`src/rtl/display_pixel_feeder.sv`:
```
// Pixel FIFO between the loader/blur stage and the video encoder. It paces loader reads
// and places the grayscale image window onto the active raster as 24-bit RGB.
module display_pixel_feeder #(
  parameter int IMG_W      = 225,
  parameter int IMG_H      = 225,
  parameter int X0         = 0,
  parameter int Y0         = 0,
  parameter int CW         = 12,
  parameter int FIFO_DEPTH = 16,
  parameter int SLACK      = 8
) (
  input  logic          clk,
  input  logic          rst_n,
  input  logic          i_vsync,
  input  logic          i_de,
  input  logic [CW-1:0] i_x,
  input  logic [CW-1:0] i_y,
  input  logic [7:0]    i_data,
  input  logic          i_valid,
  output logic          o_next,
  output logic [23:0]   o_rgb,
  output logic          o_de,
  output logic          o_underflow,
  output logic          o_overflow
);
  localparam int AW   = $clog2(FIFO_DEPTH);
  localparam int NPIX = IMG_W * IMG_H;
  localparam int PW   = $clog2(NPIX + 1);

  localparam logic [CW:0] X_LO = (CW+1)'(X0);
  localparam logic [CW:0] X_HI = (CW+1)'(X0 + IMG_W);
  localparam logic [CW:0] Y_LO = (CW+1)'(Y0);
  localparam logic [CW:0] Y_HI = (CW+1)'(Y0 + IMG_H);
  localparam logic [AW:0] NEXT_TH = (AW+1)'(FIFO_DEPTH - SLACK);
  localparam logic [AW:0] FULL_C  = (AW+1)'(FIFO_DEPTH);
  localparam logic [PW-1:0] LAST_POP = PW'(NPIX - 1);

  typedef enum logic [1:0] {S_FLUSH, S_FILL, S_RUN, S_DONE} state_t;

  state_t        state, state_n;
  logic [7:0]    mem [FIFO_DEPTH];
  logic [AW-1:0] wr_ptr, rd_ptr;
  logic [AW:0]   cnt;
  logic [PW-1:0] pop_cnt;

  logic in_win, active, pop, empty, full, rd_ok, wr, ovf_set, unf_set, last_pop;

  always_comb begin
    in_win   = i_de
             & ({1'b0, i_x} >= X_LO) & ({1'b0, i_x} < X_HI)
             & ({1'b0, i_y} >= Y_LO) & ({1'b0, i_y} < Y_HI);
    active   = (state == S_FILL) || (state == S_RUN);
    pop      = i_vsync & active & in_win;
    empty    = (cnt == '0);
    full     = (cnt == FULL_C);
    rd_ok    = pop & ~empty;
    // A pop from a full FIFO frees the slot the simultaneous push lands in.
    wr       = i_vsync & i_valid & (~full | rd_ok);
    ovf_set  = i_vsync & i_valid & full & ~pop;
    unf_set  = pop & empty;
    last_pop = pop & (pop_cnt == LAST_POP);
    o_next   = i_vsync & active & (cnt <= NEXT_TH);
  end

  always_comb begin
    state_n = state;
    if (!i_vsync) state_n = S_FLUSH;
    else begin
      case (state)
        S_FLUSH: state_n = S_FILL;
        S_FILL:  if (pop) state_n = last_pop ? S_DONE : S_RUN;
        S_RUN:   if (last_pop) state_n = S_DONE;
        default: state_n = state;
      endcase
    end
  end

  always_ff @(posedge clk or negedge rst_n) begin
    if (!rst_n) begin
      state       <= S_FLUSH;
      wr_ptr      <= '0;
      rd_ptr      <= '0;
      cnt         <= '0;
      pop_cnt     <= '0;
      o_underflow <= 1'b0;
      o_overflow  <= 1'b0;
      o_rgb       <= '0;
      o_de        <= 1'b0;
    end else begin
      state <= state_n;
      o_de  <= i_de;
      o_rgb <= rd_ok ? {3{mem[rd_ptr]}} : 24'h0;
      if (!i_vsync) begin
        wr_ptr      <= '0;
        rd_ptr      <= '0;
        cnt         <= '0;
        pop_cnt     <= '0;
        o_underflow <= 1'b0;
        o_overflow  <= 1'b0;
      end else begin
        if (wr)    wr_ptr <= wr_ptr + 1'b1;
        if (rd_ok) rd_ptr <= rd_ptr + 1'b1;
        case ({wr, rd_ok})
          2'b10:   cnt <= cnt + 1'b1;
          2'b01:   cnt <= cnt - 1'b1;
          default: cnt <= cnt;
        endcase
        // Underflowed pops still advance so the raster position stays in step.
        if (pop) pop_cnt <= pop_cnt + 1'b1;
        if (unf_set) o_underflow <= 1'b1;
        if (ovf_set) o_overflow  <= 1'b1;
      end
    end
  end

  always_ff @(posedge clk) begin
    if (wr) mem[wr_ptr] <= i_data;
  end

endmodule

```
`config.mk`:
```
export PLATFORM = sky130hd
export DESIGN_NAME = display_pixel_feeder
export DESIGN_NICKNAME = d
export VERILOG_FILES = /design/src/rtl/display_pixel_feeder.sv
export SDC_FILE = /design/constraint.sdc
export NUM_CORES = 1
export LEC_CHECK = 0
export CAP_MARGIN = 30
export CORE_MARGIN = 10
export CORE_UTILIZATION = 25
export CTS_CLUSTER_SIZE = 16
export DETAILED_ROUTE_END_ITERATION = 10
export PLACE_DENSITY = 0.43
export SYNTH_ARGS = -nofsm -noshare
export SYNTH_HDL_FRONTEND = slang
export SYNTH_SLANG_ARGS = --single-unit
```
`constraint.sdc`:
```
create_clock -name clk -period 2.7 [get_ports clk]
set_clock_uncertainty 0.05 [all_clocks]
set_input_delay 0.54 -clock clk [delete_from_list [all_inputs] [get_ports clk]]
set_output_delay 0.54 -clock clk [all_outputs]
set_load 0.03 [all_outputs]
```
Yosys cells after proc, flatten, opt, wreduce, memory -nomap -nowiden
Memories as Yosys holds them, arrays and structs flattened. Cells that the tools add are included.

Input bits: 37. Memory bits (writable): 128. Bits in registers: 58. Memories: 1. Logic and storage cells: 73. Output and inout port bits: 28.

Memory list: mem (words 16, width 8, read ports 1, clocked after Yosys merged registers in 0, wr ports 1, RTL line 41) `logic [7:0] mem [FIFO_DEPTH];`.

$lt $le $gt $ge: 3. Bitwise operators: 16. Add/sub/neg operators: 5. Muxes and demuxes: 20. Reductions and logical operators: 4. Eq/ne operators: 15.

Operators by type and width (count): $mux 16 (2); $lt 12x8->1 const B (2); $mux 24 (1); $add 16x1->16 const B (1); $eq 16x16->1 const B (1); $mux 4 (4); $and 1x1->1 (12); $ne 2x1->1 const B (5); $pmux 5 s2 (1); $add 4x1->4 const B (2); $mux 1 (7); $mux 2 (3); $ne 3x3->1 const B (2); $pmux 2 s3 (1); $add 5x1->5 const B (1); $eq 5x5->1 const B (1); $le 5x4->1 const B (1); $logic_not 5->1 (1); $mux 5 (1); $sub 5x1->5 const B (1); $eq 2x1->1 const B (2); $eq 2x2->1 const B (2); $ne 4x1->1 const B (1); $ne 3x1->1 const B (1); other kinds (5) (7).

Logic depth before layout (Yosys ltp)
Depth in word-level cells: 10. Mapped depth: 14. Mapped depth without buffers: 13.

Worst setup path before layout
OpenSTA, ideal clock, no wires.

Path kind: input -> register. Start point: input port i_y[2]. End point: register cnt[4]. Arrival: 2.740 ns. Library setup time: 0.140 ns. Slack: -0.230 ns. Path buffers: 0. Stages: 11. Required time: 2.510 ns. Path through: or4_4 o2111ai_4 and3_4 nand3_2 xnor2_1 ha_1 o31a_1 nor2_1 nand2_1 xor2_1 o221ai_1.

Cells in the longest elaborated chain, start to end: 9. Elaborated cells on any way between the ends: 11. Those cells by class: order compare (1); eq/ne (3); mux (2); bitwise (5).

RTL lines: start, declared (RTL line 17) `input logic [CW-1:0] i_y,`; $lt 12x8->1 * (RTL line 51) `& ({1'b0, i_y} >= Y_LO) & ({1'b0, i_y} < Y_HI);`; $and 1x1->1 * (RTL line 51); $and 1x1->1 * (RTL line 53) `pop = i_vsync & active & in_win;`; $and 1x1->1 * (RTL line 56) `rd_ok = pop & ~empty;`; $or 1x1->1 (RTL line 58) `wr = i_vsync & i_valid & (~full | rd_ok);`; $and 1x1->1 (RTL line 58); $eq 2x1->1 / $eq 2x2->1 (equally long branches) (RTL line 103) `case ({wr, rd_ok})`; $pmux 5 s2 (RTL line 103); $mux 5 (RTL line 93) `if (!i_vsync) begin`; end signal, assigned (RTL line 104) `2'b10: cnt <= cnt + 1'b1;`; end signal, assigned (RTL line 105) `2'b01: cnt <= cnt - 1'b1;`; end signal, assigned (RTL line 106) `default: cnt <= cnt;`; end, declared (RTL line 43) `logic [AW:0] cnt;`.

Mark *: on every way between the ends. The rest lies on a longest branch, timed or not. A chain may end at the register's enable or synchronous reset.

Worst setup path in the final report
Start point: input port i_x[3]. End point: register cnt[4].

Cells in the longest elaborated chain, start to end: 10. Elaborated cells on any way between the ends: 12. Those cells by class: order compare (1); eq/ne (3); mux (2); bitwise (6).

RTL lines: start, declared (RTL line 16) `input logic [CW-1:0] i_x,`; $lt 12x8->1 * (RTL line 50) `& ({1'b0, i_x} >= X_LO) & ({1'b0, i_x} < X_HI)`; $and 1x1->1 * (RTL line 50); $and 1x1->1 * (RTL line 51); $and 1x1->1 * (RTL line 53); $and 1x1->1 * (RTL line 56); $or 1x1->1 (RTL line 58); $and 1x1->1 (RTL line 58); $eq 2x1->1 / $eq 2x2->1 (equally long branches) (RTL line 103); $pmux 5 s2 (RTL line 103); $mux 5 (RTL line 93).

Marked as above.

==> reports/qor.yml <==
synth-edff-count: 128
globalRouteTotalUtil_pct: 9.20
ys_seq_elements: 170
yosys.area.top_type: "edfxtp_1"
cts_made_buffers: 17
rr_endpoint: "cnt[4]$_DFFE_PN0P_"
arrival_ns: 2.92
ys_types: 58
synth.yosys.seq_area_share_pct: 65.5
portBuffers: 64
async_flop_share_pct: 24.7
cts_root_buffer: "clkbuf_16"
required_ns: 2.94
reg2reg_from: "state[0]$_DFFE_PN0P_"
post-route-util_pct: 32.3
start_util_pct: 25.3
synthTopCellsByCount: "128 x edfxtp_1, 42 x dfrtp_1, 40 x mux4_2"
ff2ff_setup_slack_ns: 0.04
cp_max_fo: 4
synthFlopType: "edfxtp_1"
synth_most_common_cell: "edfxtp_1"
syn_nets: 508
drt_iter0_drc: 279
finalCritPeriodShare_pct: 99.3
cts_max_level: 4
routed_wl_mm: 16.6
p_int_uw: 4590
clkTransAtPathRegs_ns: 0.07
cts_sinks: 170
layout_setup_ws_ns: 0.0183
drive_above_1_share_pct: 26.7
route.detailed.drc: 0
ant_nets: 0
power.total_uw: 5920
insertion_delay_ns: 0.42
dp_slack_ns: -0.585
path_class: "in -> reg"
grt_pass1_vias: 4394
ir_drop_v: 0.000365
power.share.clock_pct: 42.9
yosysWarnings: 0
p_comb_share_pct: 8.6
grt_overflow: 0
p_per_area_nw_per_um2: 620
core_area_sq_um: 29600
dp_hpwl_mm: 11.9
syn_inst: 459
p_sw_uw: 1320
dr.pass1.iters: 4
hold_class: "in -> async"
routedWlPerCell_um: 17.5
outcome: "finished, final reports clean"
fmax_mhz: 373
cp-start-kind: "input pin"
slew-limit-headroom_pct: 45.1
p_seq_share_pct: 48.5
rsz0062_at_grt: "yes"
r2r_cells: 13
hold_viol_final: 0
antenna_cells: 0
cts_tree: "built"
die_area_sq_um: 37200
fillers: 2866
routabilityCongestion: 0.803
netlist_area_sq_um: 7470
ios: 65
synth_area_leaders: "edfxtp_1 51%, dfrtp_1 14%, mux4_2 12%"
holdBufCountCts: 0
tightest_slew_ns: 0.818
vias: 4161
p_leak_uw: 0.00336
die_height_um: 193
grt_pass1_wl_mm: 26.2
clockBufferDepth: 2
min_period_ns: 2.68
switching_share_pct: 22.4
nets: 597
end_kind: "register"
setup_viol: 0
drv_cap: 0
yosysTopAreaCellShare_pct: 51.4
syn_area_per_cell_sq_um: 16.3
die_x_um: 193
antenna_found_initial: 0
grt_max_degree: 36
slew_violations: 0
viasPerCell: 4.38
whs_ns: 0.0427
syn_to_final_growth_pct: 27.8
rows: 63
[layout make-up]
class                   instances  area [sq um]  area share (%)
flip-flops and latches        170          4900            51.3
repair buffers                109          1140            11.9
well taps                     390           488            5.11
multi-input cells             241          2370            24.9
clock buffers                  19           433            4.53
clock inverters                13           186            1.95
inverters                       9          33.8           0.354
[placed cells by master (no fill, tap or decap), drive strengths merged, types with 4 or more instances in the layout]
cell	synthesis	layout
nand2	25	25
nor2	22	22
clkdlybuf4s50	0	53
a31oi	4	4
ha	12	12
and3	23	23
mux2i	5	5
inv	8	13
nand3	14	14
mux4	40	40
and4	4	4
dlygate4sd2	0	7
edfxtp	128	128
clkbuf	12	19
a21oi	8	8
o31ai	5	5
and2	8	8
xor2	11	11
o21ai	10	10
nand4	10	10
xnor2	4	4
dfrtp	42	42
nor3	5	5
buf	27	47
[logic make-up after synthesis]
kind of cell	share of synthesized area, %
flip-flops	65.5
AND/OR/NAND/NOR	9.54
buffers and inverters	3.70
multiplexers	12.7
AO/OA/AOI/OAI	4.76
XOR/XNOR	1.76
adder cells (fa/ha/maj)	2.01
[critical path: stages]
cell	delay (ns)
dlygate4sd2_1	0.23
or4_4	0.52
o2111ai_4	0.22
and3_4	0.23
nand3_4	0.10
xnor2_2	0.15
ha_2	0.20
o31a_1	0.31
nor2_1	0.10
nand2_1	0.07
xor2_1	0.13
o221ai_1	0.12
[metal layers]
layer / track usage, % / part of all wire [%] / vias to the layer above
met5: 0 / 0 / -
met4: 2.86 / 1.2 / 0
met3: 1.79 / 3.3 / 17
met2: 14.8 / 49 / 56
met1: 12.3 / 46 / 2128
li1: - / - / 1960
[state kept, by name, indices dropped and copies added, names as in the netlist, 2 cells and up]
register and cells:
o_rgb 8, mem 128, rd_ptr 4, cnt 5, wr_ptr 4, pop_cnt 16, state 2
[stage by stage]
stage | cells | TNS (ns) | area [sq um]
after floorplan | 459 | -0.262 | 7490
after global placement | 914 | -51.02 | 8850
after detailed placement | 914 | -54.89 | 8850
after CTS | 950 | 0 | 9520
after global routing | 951 | -0.188 | 9550
final | 951 | 0 | 9550
[timing repair]
item,4_1_cts,5_1_grt
endpoints found under the setup margin,1,132
resized for setup,14,5
pin swaps,12,2
gates cloned,0,0
setup buffers,4,1
[power by group through the flow]
| stage | Combinational, uW | Clock, uW | Sequential (uW) |
|---|---|---|---|
| finish | 510 | 2540 | 2870 |
| global route | 579 | 2720 | 2870 |
| CTS | 495 | 2610 | 2870 |
| detailed placement | 461 | 0 | 2920 |
| global placement | 441 | 0 | 2920 |
| floorplan | 214 | 0 | 2920 |
[worst max-delay path by stage]
stage | from | slack (ns) | depth (start not counted) | end
floorplan | i_y[2] | -0.18 | 11 | cnt[4]$_DFFE_PN0P_
global placement | i_y[2] | -0.52 | 12 | cnt[4]$_DFFE_PN0P_
detailed placement | i_y[2] | -0.58 | 11 | cnt[4]$_DFFE_PN0P_
CTS | state[1]$_DFFE_PN0P_ | 0.005 | 13 | cnt[4]$_DFFE_PN0P_
global route | state[0]$_DFFE_PN0P_ | -0.19 | 13 | cnt[4]$_DFFE_PN0P_
finish | i_x[3] | 0.02 | 12 | cnt[4]$_DFFE_PN0P_
Note: power is estimated with default switching activity, not from simulation.
